<file path="config.mk">
export PLATFORM = sky130hd
export DESIGN_NAME = stream_packet_arbiter
export DESIGN_NICKNAME = d
export VERILOG_FILES = /design/src/rtl/stream_packet_arbiter.sv
export SDC_FILE = /design/constraint.sdc
export NUM_CORES = 1
export LEC_CHECK = 0
export CAP_MARGIN = 20
export CORE_MARGIN = 1
export CORE_UTILIZATION = 29
export CTS_CLUSTER_SIZE = 20
export DETAILED_ROUTE_END_ITERATION = 12
export PLACE_DENSITY = 0.95
export REMOVE_ABC_BUFFERS = 1
export SYNTH_ARGS = -nofsm -noshare
export SYNTH_HDL_FRONTEND = slang
export SYNTH_SLANG_ARGS = --single-unit
</file>
<file path="constraint.sdc">
create_clock -name clk -period 6.5 [get_ports clk]
set_input_delay 1.95 -clock clk [delete_from_list [all_inputs] [get_ports clk]]
set_output_delay 1.95 -clock clk [all_outputs]
set_load 0.01 [all_outputs]
</file>
<file path="src/rtl/stream_packet_arbiter.sv">
// Purpose : packet-atomic round-robin arbiter merging N_PORTS valid/ready streams into one.
// Latency : 1 cycle from first-beat request to grant, then zero-latency combinational pass-through.
// Backpr. : ready_tx is forwarded only to the granted port; requesters wait, IDLE strays are dropped.
// Option  : define ARB_WATCHDOG_EN to abort a packet stalled mid-flight for WDOG_CYCLES cycles.
module stream_packet_arbiter #(
  parameter int N_PORTS     = 4,
  parameter int DATA_W      = 32,
  parameter int WDOG_CYCLES = 64
) (
  input  logic                         clk,
  input  logic                         rst_n,
  input  logic [N_PORTS-1:0]           valid_rx,
  output logic [N_PORTS-1:0]           ready_rx,
  input  logic [N_PORTS-1:0]           first_rx,
  input  logic [N_PORTS-1:0]           last_rx,
  input  logic [N_PORTS*DATA_W-1:0]    payload_rx,
  output logic                         valid_tx,
  input  logic                         ready_tx,
  output logic                         first_tx,
  output logic                         last_tx,
  output logic [DATA_W-1:0]            payload_tx,
  output logic                         busy,
  output logic [$clog2(N_PORTS)-1:0]   grant_idx,
  output logic                         wdog_err
);

  localparam int IDX_W = $clog2(N_PORTS);

  typedef enum logic {
    S_IDLE = 1'b0,
    S_PKT  = 1'b1
  } state_t;

  state_t             r_state;
  state_t             w_state_nxt;
  logic [IDX_W-1:0]   r_grant_idx;
  logic [IDX_W-1:0]   w_grant_nxt;

  // Arbitration helpers
  logic [N_PORTS-1:0] w_req;
  logic [IDX_W-1:0]   w_scan;
  logic [IDX_W-1:0]   w_winner;
  logic               w_found;

  // Granted-port view
  logic [DATA_W-1:0]  w_pl [N_PORTS];
  logic               w_g_valid;
  logic               w_g_first;
  logic               w_g_last;
  logic [DATA_W-1:0]  w_g_payload;

  // Watchdog abort request (tied low when the watchdog is not built)
  logic               w_wdog_fire;

  // A port requests only when it presents the first beat of a packet.
  assign w_req = valid_rx & first_rx;

  for (genvar gi = 0; gi < N_PORTS; gi++) begin : g_unpack
    assign w_pl[gi] = payload_rx[gi*DATA_W +: DATA_W];
  end

  assign w_g_valid   = valid_rx[r_grant_idx];
  assign w_g_first   = first_rx[r_grant_idx];
  assign w_g_last    = last_rx[r_grant_idx];
  assign w_g_payload = w_pl[r_grant_idx];

  // Round-robin search starting one past the last granted port, wrapping.
  always_comb begin
    w_found  = 1'b0;
    w_winner = r_grant_idx;
    w_scan   = r_grant_idx;
    for (int i = 0; i < N_PORTS; i++) begin
      if (w_scan == IDX_W'(N_PORTS - 1)) begin
        w_scan = '0;
      end else begin
        w_scan = w_scan + 1'b1;
      end
      if (!w_found && w_req[w_scan]) begin
        w_found  = 1'b1;
        w_winner = w_scan;
      end
    end
  end

  // Next-state and stream outputs; outputs are forced quiet while reset is held.
  always_comb begin
    w_state_nxt = r_state;
    w_grant_nxt = r_grant_idx;
    ready_rx    = '0;
    valid_tx    = 1'b0;
    first_tx    = 1'b0;
    last_tx     = 1'b0;
    payload_tx  = '0;
    case (r_state)
      S_IDLE: begin
        // Beats that are not packet starts are accepted and dropped to resync.
        ready_rx = valid_rx & ~first_rx;
        if (w_found) begin
          w_state_nxt = S_PKT;
          w_grant_nxt = w_winner;
        end
      end
      S_PKT: begin
        valid_tx   = w_g_valid;
        first_tx   = w_g_first;
        last_tx    = w_g_last;
        payload_tx = w_g_payload;
        ready_rx[r_grant_idx] = ready_tx;
        if (w_g_valid && ready_tx && w_g_last) begin
          w_state_nxt = S_IDLE;
        end else if (w_wdog_fire) begin
          w_state_nxt = S_IDLE;
        end
      end
      default: begin
        w_state_nxt = S_IDLE;
      end
    endcase
    if (!rst_n) begin
      ready_rx   = '0;
      valid_tx   = 1'b0;
      first_tx   = 1'b0;
      last_tx    = 1'b0;
      payload_tx = '0;
    end
  end

  // State and grant registers; reset points the pointer at the last port so port 0 wins first.
  always_ff @(posedge clk) begin
    if (!rst_n) begin
      r_state     <= S_IDLE;
      r_grant_idx <= IDX_W'(N_PORTS - 1);
    end else begin
      r_state     <= w_state_nxt;
      r_grant_idx <= w_grant_nxt;
    end
  end

  assign busy      = (r_state == S_PKT);
  assign grant_idx = r_grant_idx;

`ifdef ARB_WATCHDOG_EN
  localparam int CNT_W = $clog2(WDOG_CYCLES + 1);

  logic [CNT_W-1:0] r_wdog_cnt;
  logic [CNT_W-1:0] w_wdog_cnt_nxt;
  logic             r_wdog_err;

  // Count consecutive stalled cycles of the granted port; any valid beat restarts the count.
  always_comb begin
    w_wdog_cnt_nxt = '0;
    w_wdog_fire    = 1'b0;
    if (r_state == S_PKT && !w_g_valid) begin
      if (r_wdog_cnt == CNT_W'(WDOG_CYCLES - 1)) begin
        w_wdog_fire = 1'b1;
      end else begin
        w_wdog_cnt_nxt = r_wdog_cnt + 1'b1;
      end
    end
  end

  // Stall counter and sticky error flag, cleared only by reset.
  always_ff @(posedge clk) begin
    if (!rst_n) begin
      r_wdog_cnt <= '0;
      r_wdog_err <= 1'b0;
    end else begin
      r_wdog_cnt <= w_wdog_cnt_nxt;
      if (w_wdog_fire) begin
        r_wdog_err <= 1'b1;
      end
    end
  end

  assign wdog_err = r_wdog_err;
`else
  logic w_unused_wdog;

  assign w_wdog_fire   = 1'b0;
  assign wdog_err      = 1'b0;
  assign w_unused_wdog = (WDOG_CYCLES > 0);
`endif

endmodule
</file>
Word-level counts from Yosys, hierarchy flattened. Index checks and enable logic that the tools add are counted.

Add/sub/neg operators: 4. Order comparisons: 7. Equal/unequal tests: 4. Muxes and demuxes: 44. Bitwise gates (word level): 6. Reductions and logical operators: 11.

Operator list (count): $mux W32 (4); $bmux W32 S2 (1); $mux W1 (20); $mux W2 (8); $lt A2 B3 Y1 const B (5); $bmux W1 S2 (7); $and A4 B4 Y4 (3); $add A2 B1 Y2 const B (4); $eq A2 B2 Y1 const B (4); $pmux W4 S2 (1); $logic_and A1 B1 Y1 (6); $mux W4 (1); $not A4 Y4 (1); $reduce_bool A4 Y1 (1); $ge A3 B3 Y1 const B (1); $logic_not A1 Y1 (3); $not A2 Y3 (1); $reduce_and A3 Y1 (1); $demux W1 S2 (1); $ge A2 B1 Y1 const B (1); $pmux W1 S2 (1); $not A1 Y1 (1).

Register bits after elaboration: 3. Output and inout port bits: 43. Word-level logic and storage cells: 78.

Depth between registers and ports, before layout. Gate-level depths: netlist of run 1.

Word-level depth: 16. Depth in mapped cells: 9. Depth with buffers taken out: 7.

Worst setup path after synthesis of run 1. Ideal clock, no wire load.

Kind: input-to-output. Start point: input port last_rx[3]. End point: output port last_tx. Data arrival time: 2.623 ns. Data required time: 4.550 ns. Path slack: 1.927 ns. Stages on the path: 2. Path buffers: 0. Cells stage by stage: mux4_2 and3_1.

Word-level cells in the longest chain between the ends: 4.

Ends and longest elaborated chain: start, declared (line 15) `input logic [N_PORTS-1:0] last_rx,`; $bmux W1 S2 (line 64) `assign w_g_last = last_rx[r_grant_idx];`; $mux W1 (not written as such) (line 64); $mux W1 (line 94) `case (r_state)`; $mux W1 (line 119) `if (!rst_n) begin`; end, declared (line 20) `output logic last_tx,`.

No other way between the ends. The select of a mux whose other input is x is not followed.

Final worst setup path of run 1.
Start point: input port valid_rx[2]. End point: output port valid_tx.

Word-level cells in the longest chain between the ends: 4.

Ends and longest elaborated chain: start, declared (line 12) `input logic [N_PORTS-1:0] valid_rx,`; $bmux W1 S2 (line 62) `assign w_g_valid = valid_rx[r_grant_idx];`; $mux W1 (not written as such) (line 62); $mux W1 (line 94); $mux W1 (line 119); end, declared (line 17) `output logic valid_tx,`.

No other way between the ends. The select of a mux whose other input is x is not followed.

==> key figures, run 1 <==
Outcome
  – Status: completed

Pwr
  – Net Sw Power: 0.000195 W
  – Logic pwr share: 80.0%
  – Sequential group share of total power: 10.5%
  – Power per cell area: 162 nW/um2
  – Internal power: 0.000363 W
  – Peak VDD IR: 0.112 mV
  – Switching Fraction: 34.9%
  – Power, Total: 0.000559 W
  – Lkg Pwr: 1.36 nW
  – Clock share of power: 9.5%

Timing
  – Final Cycle Share: 85.8%
  – Minimum clock period: 5.58 ns
  – RSZ-0062 raised after global routing: false
  – Fmax: 179 MHz
  – Final slew viol count: 0
  – Hold Slack: 0.947 ns
  – Least-Margin Pin Slew: 0.949 ns
  – Worst slew margin: 36.7%
  – Worst Clk Skew: 0.000232 ns
  – Endpoints failing setup: 0
  – Endpoints failing hold: 0
  – Final WS setup: 0.923 ns
  – Setup TNS: 0 ns

Layout
  – Layout area overhead: 128%
  – Layout net count: 468
  – Share of cells above drive strength 1: 15.0%
  – Most frequent cells in the layout: 184 x clkdlybuf4s50_1, 35 x mux4_2, 35 x and3_1
  – Sequential Area: 62.6 um2
  – Fillers: 363
  – Design area: 3440 um2
  – Commonest non-fill, non-tap cell in the layout: clkdlybuf4s50_1
  – # diodes: 0
  – Area occupied by multi-input gates: 1360 um2

Place
  – Port buffer count: 184
  – Post-place setup slack: 0.936 ns
  – Placer congestion estimate: 0.873
  – HPWL Detailed: 5.73 mm
  – Placement Cell Area: 3370 um2

Clock tree
  – TritonCTS clock tree: built
  – Root Driver: clkbuf_8
  – Setup Buffers After CTS: 0
  – Post-CTS Resized: 0
  – Clk sinks: 3
  – Worst skew pair latency: 0.21 ns
  – Hold buffer count at CTS: 0
  – CTS clk-pin slew, worst paths: 0.03 ns
  – H-Tree Depth: 1
  – Bufs on Longest Clock Path: 2
  – Total CTS buffers: 3

Drt
  – DRC violations left: 0
  – DR iter-0 viols: 156
  – Met1 wire length: 2.35 mm
  – Metal3 WL: 731 um
  – ANT nets after route: 0
  – Via-to-Cell Ratio: 5.48
  – Vias: 2,121
  – Routed WL: 7.07 mm
  – Drt pass-1 iters: 4
  – Routed length per placed instance: 18.3 um
  – WL met2: 3.75 mm
  – Top sig layer: met4

Setup path
  – Capturing point of the worst reg2reg path: grant_idx[0]
  – Crit-path slowest cell: clkdlybuf4s50_1
  – CP Capture Type: output pin
  – CP startpoint: valid_rx[2]
  – Reg2reg start: grant_idx[1]
  – R2R Setup Slk: 3.98 ns
  – Setup crit end: valid_tx
  – CP Data Arrival Time: 3.63 ns
  – Cells along the critical path: clkdlybuf4s50_1, mux4_2, and3_1, clkdlybuf4s50_1
  – Reg2Reg Depth: 6
  – Startpoint Class: input port
  – Worst Path Class, Setup: in2out
  – CP Max Fanout: 5
  – Slowest stage delay, CP: 0.50 ns
  – Worst EP required: 4.55 ns
  – Cell mode on critical path: clkdlybuf4s50_1

Die
  – Num rows: 25
  – DIE HEIGHT: 74.1 um
  – Die Span X: 74.1 um
  – Initial Utilization: 31.1%
  – Core Area: 4850 um2
  – Die area: 5500 um2
  – # IOs: 186

Synth
  – Syn avg cell area: 10.3 um2
  – EDFF count, synth: 0
  – Sequential fraction of the synthesis area: 3.98%
  – Synth Instances: 146
  – Netlist cell types: 31
  – Flops & latches, synth: 3
  – Yosys warning count: 0
  – Post-Syn Area: 1510 um2
  – Synth async-reset ratio: 0%
  – Dominant synthesized flop cell: dfxtp_1

Global route
  – First-pass GRT wire length: 10.2 mm
  – Largest net degree at the start of global routing: 45
  – Vias in the first global route: 2,160
  – Initial antenna violation count: 0
  – Total gr overflow: 0
  – Total track usage: 24.7%

Run
  – Max-cap violations: 0

Min path
  – Min-Delay Path Class: reg2reg
per-layer routing:
| metal | global-route usage [%] | up-vias |
|---|---|---|
| met5 | 0 | - |
| met1 | 24.4 | 988 |
| met3 | 5.42 | 22 |
| li1 | - | 955 |
| met4 | 13.0 | 0 |
| met2 | 47.7 | 156 |
metrics by stage:
step           utilization (%)  cells
3_3_place_gp              69.6    382
4_1_cts                   70.5    386
5_1_grt                   70.9    387
3_5_place_dp              69.6    382
6_report                  70.9    387
2_1_floorplan                -    128
Yosys cell counts, types with 3 or more instances:
master,instances,area [um2]
ha_1,4,50.1
dfxtp_1,3,60.1
clkbuf_1,12,45.0
nand4_1,3,18.8
and3_1,35,219
mux4_2,35,788
o21ai_0,3,15.0
nand2_1,7,26.3
nor2_1,5,18.8
a32oi_1,3,26.3
nor2b_1,5,31.3
nand3_1,3,15.0
buf_4,4,30.0
sequential cells by signal (all words and copies together) (netlist names):
signal	flops
busy	1
grant_idx	2
worst min path at each step:
stage | from | end | depth (start not counted)
6_report | grant_idx[1] | grant_idx[1] | 2
5_1_grt | grant_idx[1] | grant_idx[1] | 2
2_1_floorplan | busy | busy | 2
4_1_cts | grant_idx[1] | grant_idx[1] | 2
3_3_place_gp | grant_idx[1] | grant_idx[1] | 2
3_5_place_dp | grant_idx[1] | grant_idx[1] | 2
critical path, delay by kind of cell:
kind          cells  cell delay (ns)
simple gates      1             0.20
mux               1             0.50
buf+inv           2             0.98
area by class of cell:
class                           instances  area share (%)
Timing Repair Buffer                  188            54.8
Inverter                                2           0.218
Sequential cell                         3            1.82
Clock buffer                            4            1.31
Tap cell                               67            2.44
Multi-Input combinational cell        123            39.4
logic make-up after synthesis:
logic type               after synthesis  synth area share, %
AND/OR/NAND/NOR                       67                 26.5
multiplexers                          35                 52.2
buffers and inverters                 20                 6.14
AO/OA/AOI/OAI                         16                 7.55
adder cells (fa/ha/maj)                4                 3.32
flip-flops                             3                 3.98
other                                  1                0.249
power groups by stage:
stage          sequential, W  combinational [W]  clock [W]
6_report           0.0000588           0.000447  0.0000532
5_1_grt            0.0000626           0.000477  0.0000580
4_1_cts            0.0000908           0.000407  0.0000545
3_5_place_dp       0.0000907           0.000407          0
3_3_place_gp       0.0000898           0.000397          0
2_1_floorplan      0.0000849           0.000224          0
No activity file was read; power rests on OpenSTA's default activity.
==> inputs of run 2 (changes only) <==
--- a/config.mk
+++ b/config.mk
@@ -7,10 +7,10 @@
 export LEC_CHECK = 0
 export CAP_MARGIN = 20
 export CORE_MARGIN = 1
-export CORE_UTILIZATION = 29
+export CORE_UTILIZATION = 27
 export CTS_CLUSTER_SIZE = 20
 export DETAILED_ROUTE_END_ITERATION = 12
-export PLACE_DENSITY = 0.95
+export PLACE_DENSITY = 0.92
 export REMOVE_ABC_BUFFERS = 1
 export SYNTH_ARGS = -nofsm -noshare
 export SYNTH_HDL_FRONTEND = slang
==> constraint.sdc (replaced) <==
create_clock -name clk -period 5.4 [get_ports clk]
set_input_delay 1.62 -clock clk [delete_from_list [all_inputs] [get_ports clk]]
set_output_delay 1.62 -clock clk [all_outputs]
set_load 0.01 [all_outputs]
==> run 2 against run 1 <==
Clock skew is 0.0029 ns higher. Global-route usage shrank 1.6 points. Sequential power increased by 50%. First-iteration DRC count shrank 53%. Count of clock-buffer cells in the layout unchanged. Combinational power grew 17%. Final area increased by 0.69%. Critical path depth unchanged. Sequential share of layout area hardly changed. Die area rose by 7.2%.
==> key figures, run 2 (synthesis results as in run 1) <==
Outcome
  – Status: completed

Clock tree
  – Worst skew pair latency: 0.21 ns
  – Total CTS buffers: 3
  – Post-CTS Resized: 0
  – H-Tree Depth: 1
  – Hold buffer count at CTS: 0
  – Clk sinks: 3
  – Bufs on Longest Clock Path: 2
  – Root Driver: clkbuf_8
  – CTS clk-pin slew, worst paths: 0.03 ns
  – Setup Buffers After CTS: 0
  – TritonCTS clock tree: built

Global route
  – Initial antenna violation count: 0
  – Vias in the first global route: 2,131
  – GR Layer Usage met1: 24.8%
  – Total gr overflow: 0
  – Routing usage on met2: 45.9%
  – Gr busiest metal: met2
  – Largest net degree at the start of global routing: 40
  – First-pass GRT wire length: 10.9 mm
  – Total track usage: 23.1%
  – Grt met3 use: 4.29%

Setup path
  – CP Capture Type: output pin
  – Worst EP required: 3.78 ns
  – Reg2Reg Depth: 7
  – Startpoint Class: input port
  – R2R Setup Slk: 2.77 ns
  – CP Max Fanout: 6
  – Worst Path Class, Setup: in2out
  – Capturing point of the worst reg2reg path: grant_idx[0]
  – Reg2reg start: grant_idx[0]
  – CP Data Arrival Time: 3.35 ns

Place
  – Placer congestion estimate: 0.883
  – HPWL Detailed: 5.56 mm
  – Dpl cells: 386
  – Port buffer count: 184

Timing
  – Worst slew margin: 36.1%
  – Final Cycle Share: 92.0%
  – Hold Slack: 0.946 ns
  – Least-Margin Pin Slew: 0.959 ns
  – Setup TNS: 0 ns
  – Fmax: 201 MHz
  – Worst Clk Skew: 0.00311 ns
  – Endpoints failing hold: 0
  – Minimum clock period: 4.97 ns
  – Endpoints failing setup: 0
  – Final slew viol count: 0
  – RSZ-0062 raised after global routing: false

Drt
  – Vias: 2,104
  – Routed length per placed instance: 17.4 um
  – ANT nets after route: 0
  – DRC violations left: 0
  – DR iter-0 viols: 73
  – Via-to-Cell Ratio: 5.39
  – Routed WL: 6.80 mm
  – Drt pass-1 iters: 5

Pwr
  – Peak VDD IR: 0.0974 mV
  – Power per cell area: 195 nW/um2
  – Power, Total: 0.000675 W
  – Lkg Pwr: 1.37 nW

Die
  – Die area: 5890 um2
  – Core Area: 5240 um2
  – Initial Utilization: 28.8%
  – # IOs: 186
  – Die Span X: 76.8 um
  – DIE HEIGHT: 76.8 um
  – Num rows: 26

Layout
  – Final Non-Filler Cells: 390
  – Layout net count: 468
  – Max FFs per register: 2
  – # diodes: 0
  – Final core occ: 66.1%
  – Share of cells above drive strength 1: 15.0%
  – Fillers: 410
  – Commonest non-fill, non-tap cell in the layout: clkdlybuf4s50_1
  – Layout area overhead: 130%
  – Most frequent cells in the layout: 184 x clkdlybuf4s50_1, 35 x mux4_2, 35 x and3_1

Min path
  – Worst hold path depth: 2
  – Hold path startpoint: grant_idx[1]
  – Hold endpoint: grant_idx[1]
  – Min-Delay Path Class: reg2reg

Run
  – Max-cap violations: 0
[run 2: changes by cell type in the layout (fill, tap and decap cells not counted)]
cell | previous run | this run
buf_16 | 0 | 1
buf_4 | 3 | 2
[run 2: metal layers]
metal | up-vias | wire [um]
met3 | 10 | 640
met2 | 145 | 3680
li1 | 958 | -
met5 | - | 0
met4 | 0 | 122
met1 | 991 | 2360
[run 2: area by class of cell]
class	instances	area [um2]	area share [%]
timing repair buffer	188	1900	55.0
sequential	3	62.6	1.81
clock buffer	4	45.0	1.30
inverter	2	7.51	0.217
multi-input combinational	123	1360	39.2
tap	70	87.6	2.53
[run 2: through the flow]
stage	worst slack, ns	instance area [um2]
2_1_floorplan	1.14	1420
3_3_place_gp	0.465	3390
3_5_place_dp	0.434	3420
4_1_cts	0.432	3460
5_1_grt	0.400	3460
6_report	0.433	3460
[run 2: how the worst max path moves through the flow]
stage / start / to / slack (ns)
6_report: first_rx[3] / first_tx / 0.43
5_1_grt: first_rx[3] / first_tx / 0.40
4_1_cts: first_rx[3] / first_tx / 0.43
3_5_place_dp: first_rx[3] / first_tx / 0.43
3_3_place_gp: first_rx[3] / first_tx / 0.46
2_1_floorplan: grant_idx[0] / last_tx / 1.14
[run 2: power by group]
| group | total (W) | internal (W) | switching (W) |
|---|---|---|---|
| clock network | 0.0000645 | 0.0000503 | 0.0000142 |
| registers | 0.0000882 | 0.0000290 | 0.0000593 |
| logic | 0.000522 | 0.000359 | 0.000164 |
| total | 0.000675 | 0.000438 | 0.000237 |
[run 2: worst max-delay path, cell delays in order]
cell,delay [ns]
clkdlybuf4s50_1,0.50
mux4_2,0.51
and3_1,0.19
clkdlybuf4s50_1,0.53
